**src/rtl/z16_register_file.sv**
```systemverilog
// Z16 register file and operand-fetch stage: 16 x 16-bit registers, two registered
// read ports with write-through bypass, one write-back port and a combinational debug read.
module z16_register_file #(
    parameter int DATA_W  = 16,
    parameter int REG_NUM = 16,
    parameter int ZERO_R0 = 1,
    localparam int AW     = $clog2(REG_NUM)
) (
    input  logic              i_clk,
    input  logic              i_rst,
    input  logic              i_rd_en,
    input  logic              i_stall,
    input  logic [AW-1:0]     i_rs_a,
    input  logic [AW-1:0]     i_rs_b,
    input  logic              i_we,
    input  logic [AW-1:0]     i_wr_addr,
    input  logic [DATA_W-1:0] i_wr_data,
    output logic [DATA_W-1:0] o_data_a,
    output logic [DATA_W-1:0] o_data_b,
    output logic              o_valid,
    input  logic [AW-1:0]     i_dbg_addr,
    output logic [DATA_W-1:0] o_dbg_data
);

    logic [DATA_W-1:0] regs_q [REG_NUM];
    logic [DATA_W-1:0] data_a_q, data_a_d;
    logic [DATA_W-1:0] data_b_q, data_b_d;
    logic              valid_q, valid_d;
    logic [DATA_W-1:0] rd_a, rd_b;
    logic              wr_ok;

    assign wr_ok = i_we && !((ZERO_R0 != 0) && (i_wr_addr == '0));

    // Read ports: R0 forced to zero first, then same-cycle write bypass, then array.
    always_comb begin
        rd_a = regs_q[i_rs_a];
        rd_b = regs_q[i_rs_b];
        if (i_we && (i_wr_addr == i_rs_a)) rd_a = i_wr_data;
        if (i_we && (i_wr_addr == i_rs_b)) rd_b = i_wr_data;
        if ((ZERO_R0 != 0) && (i_rs_a == '0)) rd_a = '0;
        if ((ZERO_R0 != 0) && (i_rs_b == '0)) rd_b = '0;
    end

    // Stall freezes everything on the output side; an idle cycle only drops valid.
    always_comb begin
        data_a_d = data_a_q;
        data_b_d = data_b_q;
        valid_d  = valid_q;
        if (!i_stall) begin
            valid_d = i_rd_en;
            if (i_rd_en) begin
                data_a_d = rd_a;
                data_b_d = rd_b;
            end
        end
    end

    always_ff @(posedge i_clk) begin
        if (i_rst) begin
            for (int i = 0; i < REG_NUM; i++) regs_q[i] <= '0;
            data_a_q <= '0;
            data_b_q <= '0;
            valid_q  <= 1'b0;
        end else begin
            if (wr_ok) regs_q[i_wr_addr] <= i_wr_data;
            data_a_q <= data_a_d;
            data_b_q <= data_b_d;
            valid_q  <= valid_d;
        end
    end

    assign o_data_a   = data_a_q;
    assign o_data_b   = data_b_q;
    assign o_valid    = valid_q;
    assign o_dbg_data = ((ZERO_R0 != 0) && (i_dbg_addr == '0)) ? '0 : regs_q[i_dbg_addr];

endmodule

```
**config.mk**
```make
export PLATFORM = sky130hd
export DESIGN_NAME = z16_register_file
export DESIGN_NICKNAME = d
export VERILOG_FILES = /design/src/rtl/z16_register_file.sv
export SDC_FILE = /design/constraint.sdc
export NUM_CORES = 1
export LEC_CHECK = 0
export CORE_UTILIZATION = 45
export CTS_CLUSTER_SIZE = 28
export DETAILED_ROUTE_END_ITERATION = 6
export PLACE_DENSITY = 0.7
export SLEW_MARGIN = 20
export SYNTH_ARGS = -nofsm -noshare
export SYNTH_HDL_FRONTEND = slang
export SYNTH_SLANG_ARGS = --single-unit
```
**constraint.sdc**
```tcl
create_clock -name i_clk -period 2.6 [get_ports i_clk]
set_input_delay 0.52 -clock i_clk [delete_from_list [all_inputs] [get_ports i_clk]]
set_output_delay 0.52 -clock i_clk [all_outputs]
set_load 0.1 [all_outputs]
```
==> flow_results.org <==
** Clock tree
- Maximum clock insertion buffer count :: 3
- Clock tree synthesis found a total of roughly 290 sinks.
- Number of buffers added by the clock tree synthesis step :: 31
- Depth of the CTS H-tree :: 1
- TritonCTS clock tree :: yes
- The tree is rooted in a clkbuf_16.
- Clock-pin slew on the worst setup and hold paths :: 0.06 ns
- The later pin in the worst-skew pair is clocked with a latency of 0.59 ns.
- The number of hold buffers added after CTS was 0.

** Pwr
- VDD sags by at most 0.413 mV.
- Power consumption :: 0.0136 W
- Dividing total power by cell area gives a power density of ~630 nW/um^2.
- In this run the static leakage power is 8.19 nW.

** Timing
- Headroom to the max-slew limit came out at 50.3%.
- Final Skew :: 0.00836 ns
- Max Slew Vio Count :: 0
- In the finished design, the share of the clock period the worst path needs comes to 103%.
- The final hold violation count is 0.
- Worst setup margin :: -0.0907 ns
- Setup repair after global routing could not meet its margin everywhere.
- Maximum operating frequency :: 0.372 GHz
- For the pin with the worst max-slew slack, the measured transition is 0.743 ns.
- Final min period :: 2.69 ns
- Final setup violation count :: 16

** Detailed routing
- For this run, design rule violations remaining after detail routing come to 17.
- Wire per inst :: ~31 um
- Metal3 WL :: 8340 um
- After detailed routing, the wire length on met1 is 24500 um.
- Top routing layer in use :: met5
- Count of antenna-violating nets left after detailed routing :: 0
- The first routing iteration left 2027 violations.
- Count of TritonRoute iterations in the first routing pass :: 7
- Vias after detailed routing :: roughly 14000
- Wires add up to 67200 um.
- Detail Route met2 WL :: 29800 um
- Routed via count divided by cell count :: 6.69

** Setup path
- Critical path required time :: 2.08 ns
- The worst setup path is launched from a register.
- Of all nets on the critical path, the largest fanout is 2.
- The worst setup path is of the reg2out kind.
- STA puts the critical path data arrival time at approximately 2.2 ns.
- CP Capture Type :: primary output

** Placement
- The congestion estimate from routability-driven global placement came to 0.976.
- Port-buffer cells :: 85
- Once placement finished, the instance area stood at between 20000 and 25000 um^2.
- The wire-length estimate of the detail-placed layout is 44700 um.
- Placed Cells :: ~2000

** Global route
- The first global-routing pass estimated 95000 um of wire.
- Global-route total usage across every layer :: 34.0%
- Initial antenna violation count :: 5
- Entering global routing, the biggest net connects 36 pins.
- The via count of the first global-routing pass came to approximately 14000.
- Total grt overflow :: 0

** Die
- Die ar. :: 39800 um^2
- Die span in y :: 199 um
- After floorplanning, the core was divided into 71 placement rows.
- 86 I/O pins were placed.
- Once the floorplan was initialized, standard cells occupied 46.2% of the core.
- Area of the core region :: ~38000 um^2
- In this run the horizontal extent of the chip is 199 um.

** Logic synthesis
- Synthesis produced a netlist whose cell count is around 1400.
- Of the post-synthesis cell area, the dominant cell type holds between 40% and 50%.
- Leading cell type by number of instances after synthesis :: edfxtp_1
- The mapped netlist covers 17600 um^2.
- Seq cells post-synth :: around 290
- Summed over all instances, the cell type with the most area after synthesis is edfxtp_1.
- For this run, the leading register cell type out of synthesis is edfxtp_1.
- Post-synth EDFFs :: 256
- After synthesis, the netlist uses 39 different library cells.
- Total of warnings raised by yosys :: 0
- Main area contributors after synthesis :: edfxtp_1 44%, mux2i_1 12%, mux4_2 11%
- Synth cell count leaders :: 256 x edfxtp_1, 244 x and2_1, 208 x mux2i_1
- Synth async-reset ratio :: 0%
- Each instance of the synthesized netlist takes up on average 12.4 um^2.
- Sequential elements use a little under half of the synthesized area.

** Worst hold path
- Hold Crit Class :: reg2reg

** Final layout
- Net count reported at finish :: 1635
- Summing all non-filler instances in the final layout gives an area of approximately 22000 um^2.
- Final non-filler cell total :: 2135
- Summing all flip-flop and latch instances after layout gives 8350 um^2.
- Multi-input gate area in the final layout :: 8800 um^2
- The area growth from synthesis to layout is 23.6%.
- Fillers :: 3089
- Cells with a size suffix above 1 make up between 20% and 30% of the layout.
- Share of the core filled with cells :: 57.0%

** Run status
- Outcome :: complete, but fails checks
- Violated checks :: DRC, setup timing

** Job
- Count of maximum capacitance violations :: 0
-- critical path, stage by stage, from the launching register on --
cell	delay, ns
edfxtp_1	0.45
mux4_2	0.49
mux2_4	0.28
nand2_2	0.09
o21ai_4	0.09
buf_12	0.18
-- path summary, 6_finish.rpt --
path / start / to / slack (ns) / depth (start not counted)
worst min register to register: o_valid / o_valid / 0.47 / 2
worst max-delay path: regs_q[7][0] / o_dbg_data[0] / -0.09 / 5
worst max register to register: regs_q[13][14] / o_data_a[14] / 0.84 / 5
worst min-delay path: o_valid / o_valid / 0.47 / 2
-- stage by stage --
| step | worst slack (ns) | setup TNS [ns] | hold slack [ns] |
|---|---|---|---|
| after floorplan | -0.0868 | -0.909 | 0.669 |
| after global placement | -0.118 | -1.10 | 0.449 |
| after detailed placement | -0.149 | -1.69 | 0.461 |
| after CTS | -0.0882 | -1.11 | 0.470 |
| after global routing | -0.114 | -1.46 | 0.499 |
| final | -0.0907 | -0.952 | 0.465 |
-- routing by layer --
layer,up-vias,global-route usage (%)
met2,1217,51.5
met1,7060,44.6
met3,249,7.31
met5,-,0
li1,5757,-
met4,4,20.5
-- registers in the layout, summed over array words and instances, names as in the netlist --
| register | count |
|---|---|
| o_data_b | 16 |
| o_valid | 1 |
| o_data_a | 16 |
| regs_q | 256 |
-- cell type report --
class / count / area share [%]
Sequential cell: 289 / 38.5
Multi-Input combinational cell: 1007 / 40.6
Tap cell: 511 / 2.95
Antenna cell: 1 / 0.0115
Clock inverter: 25 / 1.89
Timing Repair Buffer: 269 / 12.4
Clock buffer: 33 / 3.61
-- kinds of logic after synthesis --
family | after synthesis | synth area share, %
simple gates | 454 | 14.0
mux | 320 | 25.4
flops | 289 | 47.6
compound gates | 209 | 8.47
buf+inv | 135 | 4.13
xor+xnor | 8 | 0.399
other cells | 1 | 0.0214
-- layout by cell type (no fill, tap or decap), types with 6 or more instances in the layout --
cell type / synthesis / layout
nor2_1: 107 / 107
buf_4: 19 / 186
clkbuf_16: 0 / 31
nand3b_1: 6 / 6
clkinv_1: 0 / 6
buf_2: 37 / 7
xnor2_1: 8 / 8
a22oi_1: 32 / 32
conb_1: 1 / 16
bufinv_16: 0 / 11
mux2i_2: 0 / 6
o31ai_1: 32 / 32
a32oi_1: 30 / 30
nand2_2: 0 / 11
a211oi_1: 32 / 32
dfxtp_1: 33 / 33
nand2_1: 53 / 40
mux2i_1: 208 / 202
buf_12: 2 / 49
mux4_2: 86 / 96
o22ai_1: 64 / 64
and2_1: 244 / 244
edfxtp_1: 256 / 256
o21ai_4: 0 / 15
mux2_4: 0 / 13
or2_2: 16 / 16
clkdlybuf4s50_1: 0 / 26
-- where the power goes --
| group | switching (W) | leakage, nW | internal (W) | total, W |
|---|---|---|---|---|
| Clock | 0.00196 | 0.566 | 0.00327 | 0.00522 |
| Combinational | 0.00164 | 4.91 | 0.00111 | 0.00275 |
| Sequential | 0.000264 | 2.71 | 0.00533 | 0.00559 |
-- what timing repair did --
action                                  in CTS  in global routing
gates resized for setup                     28                 18
endpoints found under the setup margin      16                 16
endpoints found under the hold margin        0                  0
pin swaps                                    1                  0
buffers inserted                            28                 11
(Power assumes the default switching activity.)
